===== config.mk =====
export PLATFORM = sky130hd
export DESIGN_NAME = stopwatch_time_counter
export DESIGN_NICKNAME = d
export VERILOG_FILES = /design/src/rtl/stopwatch_time_counter.sv
export SDC_FILE = /design/constraint.sdc
export NUM_CORES = 1
export LEC_CHECK = 0
export CORE_MARGIN = 8
export CORE_UTILIZATION = 44
export DETAILED_ROUTE_END_ITERATION = 10
export PLACE_DENSITY_LB_ADDON = 0.2
export RECOVER_POWER = 50
export REMOVE_ABC_BUFFERS = 1
export SETUP_SLACK_MARGIN = 0.5
export SKIP_CTS_REPAIR_TIMING = 1
export SYNTH_ARGS = -nofsm -noshare
export SYNTH_HDL_FRONTEND = slang
export SYNTH_SLANG_ARGS = --single-unit

===== constraint.sdc =====
create_clock -name clk -period 4.1 [get_ports clk]
set_input_delay 0.41 -clock clk [delete_from_list [all_inputs] [get_ports clk]]
set_output_delay 0.41 -clock clk [all_outputs]
set_load 0.005 [all_outputs]

===== src/rtl/stopwatch_time_counter.sv =====
// Stopwatch datapath: 100 Hz prescaler, SS.cc BCD elapsed-time counter,
// lap-freeze display register and ZERO/OVF status back to the control FSM.
module stopwatch_time_counter #(
   parameter int unsigned TICK_DIV = 1000000,
   parameter int unsigned PRE_W    = 20
) (
   input  logic        clk,
   input  logic        RESET,
   input  logic        RUN,
   input  logic        CLEAR,
   input  logic        LAP,
   output logic [15:0] DISP_DIGITS,
   output logic        TICK,
   output logic        ZERO,
   output logic        OVF
);

   localparam int unsigned DIG_W = 4;
   localparam int unsigned CNT_W = 4 * DIG_W;

   logic [PRE_W-1:0] pre_q, pre_d;
   logic [DIG_W-1:0] d0_q, d1_q, d2_q, d3_q;
   logic [DIG_W-1:0] d0_d, d1_d, d2_d, d3_d;
   logic [CNT_W-1:0] hold_q, hold_d;
   logic             ovf_q, ovf_d;
   logic [CNT_W-1:0] live_c;
   logic [CNT_W-1:0] live_d;

   assign live_c = {d3_q, d2_q, d1_q, d0_q};
   assign live_d = {d3_d, d2_d, d1_d, d0_d};

   // A tick needs the prescaler at terminal count and no clear/reset this cycle.
   assign TICK = RUN & ~CLEAR & ~RESET & (pre_q == PRE_W'(TICK_DIV - 1));

   always_comb begin
      pre_d = pre_q;
      if (TICK) begin
         pre_d = '0;
      end else if (RUN) begin
         pre_d = pre_q + PRE_W'(1);
      end
   end

   // BCD ripple: hundredths -> tenths -> seconds ones -> seconds tens (0-5).
   always_comb begin
      d0_d  = d0_q;
      d1_d  = d1_q;
      d2_d  = d2_q;
      d3_d  = d3_q;
      ovf_d = 1'b0;
      if (TICK) begin
         if (d0_q != DIG_W'(9)) begin
            d0_d = d0_q + DIG_W'(1);
         end else begin
            d0_d = '0;
            if (d1_q != DIG_W'(9)) begin
               d1_d = d1_q + DIG_W'(1);
            end else begin
               d1_d = '0;
               if (d2_q != DIG_W'(9)) begin
                  d2_d = d2_q + DIG_W'(1);
               end else begin
                  d2_d = '0;
                  if (d3_q != DIG_W'(5)) begin
                     d3_d = d3_q + DIG_W'(1);
                  end else begin
                     d3_d  = '0;
                     ovf_d = 1'b1;
                  end
               end
            end
         end
      end
   end

   // Hold register tracks the post-edge live value unless the lap is frozen.
   always_comb begin
      hold_d = hold_q;
      if (!LAP) begin
         hold_d = live_d;
      end
   end

   always_ff @(posedge clk) begin
      if (RESET || CLEAR) begin
         pre_q  <= '0;
         d0_q   <= '0;
         d1_q   <= '0;
         d2_q   <= '0;
         d3_q   <= '0;
         hold_q <= '0;
         ovf_q  <= 1'b0;
      end else begin
         pre_q  <= pre_d;
         d0_q   <= d0_d;
         d1_q   <= d1_d;
         d2_q   <= d2_d;
         d3_q   <= d3_d;
         hold_q <= hold_d;
         ovf_q  <= ovf_d;
      end
   end

   // Display mux follows LAP directly so a release shows live time at once.
   assign DISP_DIGITS = LAP ? hold_q : live_c;
   assign ZERO        = (live_c == '0);
   assign OVF         = ovf_q;

endmodule


Word-level counts from Yosys, hierarchy flattened

Cells that the tools add are included.

Register bits: 53
Input port bits: 5
Output and inout bits: 19
Word-level logic and storage cells: 43

Add/sub/neg operators: 5
Equality and inequality tests: 5
Mux-type cells: 16
Bitwise operators: 6
Reduce and logical (&&, ||, !) cells: 4

Operator list:

| kind                                           | number |
|---|---|
| two-way mux 4 bit                              | 14 |
| adder 20 x 1 -> 20 bit (second input constant) | 1 |
| == test 20 bit (second input constant)         | 1 |
| adder 4 x 1 -> 4 bit (second input constant)   | 4 |
| zero test 16 bit                               | 1 |
| two-way mux 16 bit                             | 1 |
| != test 4 bit (second input constant)          | 3 |
| OR reduction 5 bit                             | 1 |
| != test 4 x 3 -> 1 bit (second input constant) | 1 |
| AND 1 bit                                      | 3 |
| NOT 1 bit                                      | 3 |
| OR reduction 2 bit                             | 1 |
| logical OR 1 bit                               | 1 |
| two-way mux 1 bit                              | 1 |

Logic depth before layout (Yosys ltp)

Depth after elaboration: 6
Mapped depth: 7

Worst setup path before layout

No wires, ideal clock.

Path kind: register to register
Start: reg pre_q[0]
End: reg hold_q[7]
Library setup time: 142 ps
Arrival time: 1921 ps
Data required time: 3958 ps
Slack: 2037 ps
Stages on the path, launching flop included: 8
Cells stage by stage: dfxtp_1 -> ha_1 -> nand4_2 -> or4b_4 -> buf_6 -> or2_2 -> o21ai_1 -> a41oi_1

Word-level cells in the longest chain between the ends: 3

RTL lines:

| what                     | line | text |
|---|---|---|
| start: declaration       | 21   | `logic [PRE_W-1:0] pre_q, pre_d;` |
| start signal: assignment | 94   | `pre_q <= pre_d;` |
| == test 20 bit           | 33   | `assign TICK = RUN & ~CLEAR & ~RESET & (pre_q == PRE_W'(TICK_DIV - 1));` |
| AND 1 bit                | 33   |  |
| two-way mux 4 bit        | 51   | `if (TICK) begin` |
| end signal: assignment   | 99   | `hold_q <= hold_d;` |
| end: declaration         | 24   | `logic [CNT_W-1:0] hold_q, hold_d;` |

No other way between the ends.
A chain may end at the register's enable or synchronous reset.

Final worst setup path

Start: in CLEAR
End: out TICK

Word-level cells in the longest chain between the ends: 4

RTL lines:

| what                    | line | text |
|---|---|---|
| start: declaration      | 10   | `input logic CLEAR,` |
| NOT 1 bit               | 33   |  |
| AND 1 bit (3 in series) | 33   |  |
| end: declaration        | 13   | `output logic TICK,` |

No other way between the ends.

==> flow_summary_export.csv <==
group,metric,value,unit
logic_synthesis,ys_warn_count,0,
global_route,grtUsageMet2,0.222,
global_route,met1_usage,0.165,
final_layout,layout-drive-gt1-share,0.0915,
timing,slew_headroom,0.246,
logic_synthesis,syn_area_per_cell,8.64,sq um
floorplanning,initial_utilization,0.449,
clock_network,cts_tree,"yes",
logic_synthesis,syn_area,2630,sq um
global_route,overflow,0,
global_route,grt_pass1_wl,9.65,mm
clock_network,htreeDepth,2,
logic_synthesis,synth_seq_area_share,0.404,
min_path,hold_path.class,"register to register",
detailed_routing,vias,2153,
logic_synthesis,synth_seq_cells,53,
clock_network,clockBufferDepth,2,
timing,fin_tns_setup,0,ps
detailed_routing,final_antenna_net_count,0,
run_status,status,"finished clean",
setup_path,setup.worst_path.start_class,"primary input",
floorplanning,core_area,5850,sq um
logic_synthesis,syn-instance-count,304,
clock_network,cts_made_buffers,5,
setup_path,critical_path_arrival,2730,ps
global_route,grt_use_met3,0.0288,
setup_path,ff2ff_setup_slack,1670,ps
detailed_routing,first_pass_iters,4,
placement,gp_congestion,0.816,
global_route,grt.busiest_layer,"met2",
clock_network,clk_latency,300,ps
setup_path,worstPathRequired,3690,ps
floorplanning,die_h,93.3,um
power_and_ir_drop,max-vdd-ir-drop,0.000176,V
final_layout,layout.nets,322,
final_layout,final_util,0.509,
setup_path,crit_type,"primary input to primary output",
timing,min_period_over_period,0.767,
timing,worstMarginPinSlew,1130,ps
timing,setup_viol,0,
clock_network,cts_root_buf,"clkbuf_8",
detailed_routing,drt-total-wl,5.60,mm
power_and_ir_drop,power.leakage,0.985,nW
timing,slew_viol_final,0,
placement,port_buffers,23,
placement,hpwlAfterDp,3.78,mm
floorplanning,ios,24,
detailed_routing,via_per_inst,5.49,
detailed_routing,drt-initial-drc-count,122,
final_layout,antenna_cells,0,
power_and_ir_drop,p_per_area,328,nW/um^2
final_layout,areaGrowthSynthToFinish,13.4,%
detailed_routing,drc,0,
setup_path,cp_max_fo,4,
logic_synthesis,synth.distinct_cells,46,
global_route,first_global_vias,2118,
timing,hold_viol,0,
global_route,grt_max_degree,27,
global_route,grt_use_total,0.133,
flow_run,maxCapViolations,0,
clock_network,cts.sinks,53,
floorplanning,core.rowCount,28,
setup_path,crit_path_end_kind,"primary output",
timing,fin_crit,3140,ps
timing,fin_hold_ws,491,ps
floorplanning,die_x,93.3,um
global_route,antenna_found_initial,0,
timing,max_freq,318,MHz
timing,finClkSkew,8.97,ps
timing,rsz0062_at_grt,"no",
detailed_routing,wl_per_cell,14.3,um
clock_network,clk_pin_slew,100,ps
floorplanning,dieArea,8700,sq um
==> where the power goes <==
part	switching, mW	internal, mW
combinational	0.0235	0.0164
sequential	0.00232	0.519
clock	0.174	0.243
==> routing by layer <==
| layer | share of wire | vias up |
|---|---|---|
| met5 | 0 | - |
| met4 | 0.016 | 0 |
| met3 | 0.037 | 8 |
| met2 | 0.46 | 32 |
| met1 | 0.49 | 1017 |
| li1 | - | 1096 |
==> cell usage after synthesis (all sizes together) <==
library cell | number | area (sq um)
or4b | 2 | 23.8
and3 | 4 | 25.0
nand4 | 14 | 93.8
a21oi | 14 | 70.1
nor3 | 8 | 45.0
nor4bb | 3 | 30.0
nor4b | 3 | 26.3
or4bb | 1 | 11.3
dfxtp | 53 | 1060
inv | 6 | 22.5
mux2 | 11 | 124
mux2i | 4 | 40.0
nor2b | 3 | 18.8
or2 | 4 | 25.0
and4 | 4 | 35.0
nand4b | 3 | 26.3
a31oi | 1 | 6.26
nor4 | 8 | 62.6
o21ba | 1 | 10.0
o211a | 1 | 10.0
and4b | 1 | 10.0
and2 | 4 | 25.0
o221a | 1 | 11.3
a32oi | 1 | 8.76
nand2b | 2 | 12.5
clkbuf | 16 | 60.1
nor3b | 2 | 25.0
o21ai | 23 | 115
o21a | 1 | 7.51
xor2 | 15 | 131
a41oi | 1 | 8.76
buf | 5 | 36.3
o22ai | 2 | 12.5
nand3 | 9 | 45.0
nand2 | 19 | 71.3
nor2 | 39 | 146
ha | 1 | 12.5
or4 | 2 | 15.0
xnor2 | 12 | 105
==> final timing paths <==
path | from | endpoint | depth (start not counted)
max | CLEAR | TICK | 5
min | hold_q[3]$_SDFFE_PP0N_ | hold_q[3]$_SDFFE_PP0N_ | 2
max reg2reg | pre_q[0]$_SDFFE_PP0P_ | hold_q[7]$_SDFFE_PP0N_ | 6
min reg2reg | hold_q[3]$_SDFFE_PP0N_ | hold_q[3]$_SDFFE_PP0N_ | 2
==> worst max-delay path: stages <==
cell             delay (ps)
dlygate4sd3_1           590
or4_1                   480
nor4_1                  520
and2_1                  230
clkdlybuf4s50_1         500
==> final cells by class <==
class,instances,area (sq um)
clock buffer,5,68.8
clock inverter,3,65.1
fill,568,2870
inverter,6,22.5
multi-input combinational,224,1420
sequential,53,1060
tap,75,93.8
timing repair buffer,26,249
==> state kept, by name, summed over array words and instances, names as in the netlist <==
name    cells
d0_q        4
d1_q        4
pre_q      20
d3_q        4
OVF         1
d2_q        4
hold_q     16
==> logic make-up after synthesis <==
kind of cell | after synthesis | synth area share
AO/OA/AOI/OAI | 46 | 0.0991
XOR/XNOR | 27 | 0.0900
adder cells (fa/ha/maj) | 1 | 0.00476
buffers and inverters | 27 | 0.0453
flip-flops | 53 | 0.404
multiplexers | 15 | 0.0624
AND/OR/NAND/NOR | 135 | 0.294
==> placed cells by master (no fill, tap or decap), types with 4 or more instances in the layout <==
cell type	instances
a21oi_1	14
mux2_2	11
nor2_1	39
and2_1	4
nand2_1	19
and3_1	4
mux2i_1	4
xnor2_1	12
nor4_1	8
nor3_1	8
inv_1	6
dfxtp_1	53
o21ai_0	23
and4_1	4
nand4_1	14
nand3_1	9
dlygate4sd3_1	4
clkbuf_8	5
xor2_1	15
clkdlybuf4s50_1	19
==> through the flow <==
step / std cells / instance area [sq um] / power [mW] / worst slack, ps
floorplan: 283 / 2530 / 0.553 / 2030
finish: 392 / 2980 / 0.978 / 957
global placement: 384 / 2880 / 0.574 / 1250
detailed placement: 384 / 2880 / 0.575 / 1260
global route: 392 / 2980 / 1.01 / 887
CTS: 392 / 3010 / 0.985 / 1190
(Power assumes the default switching activity.)
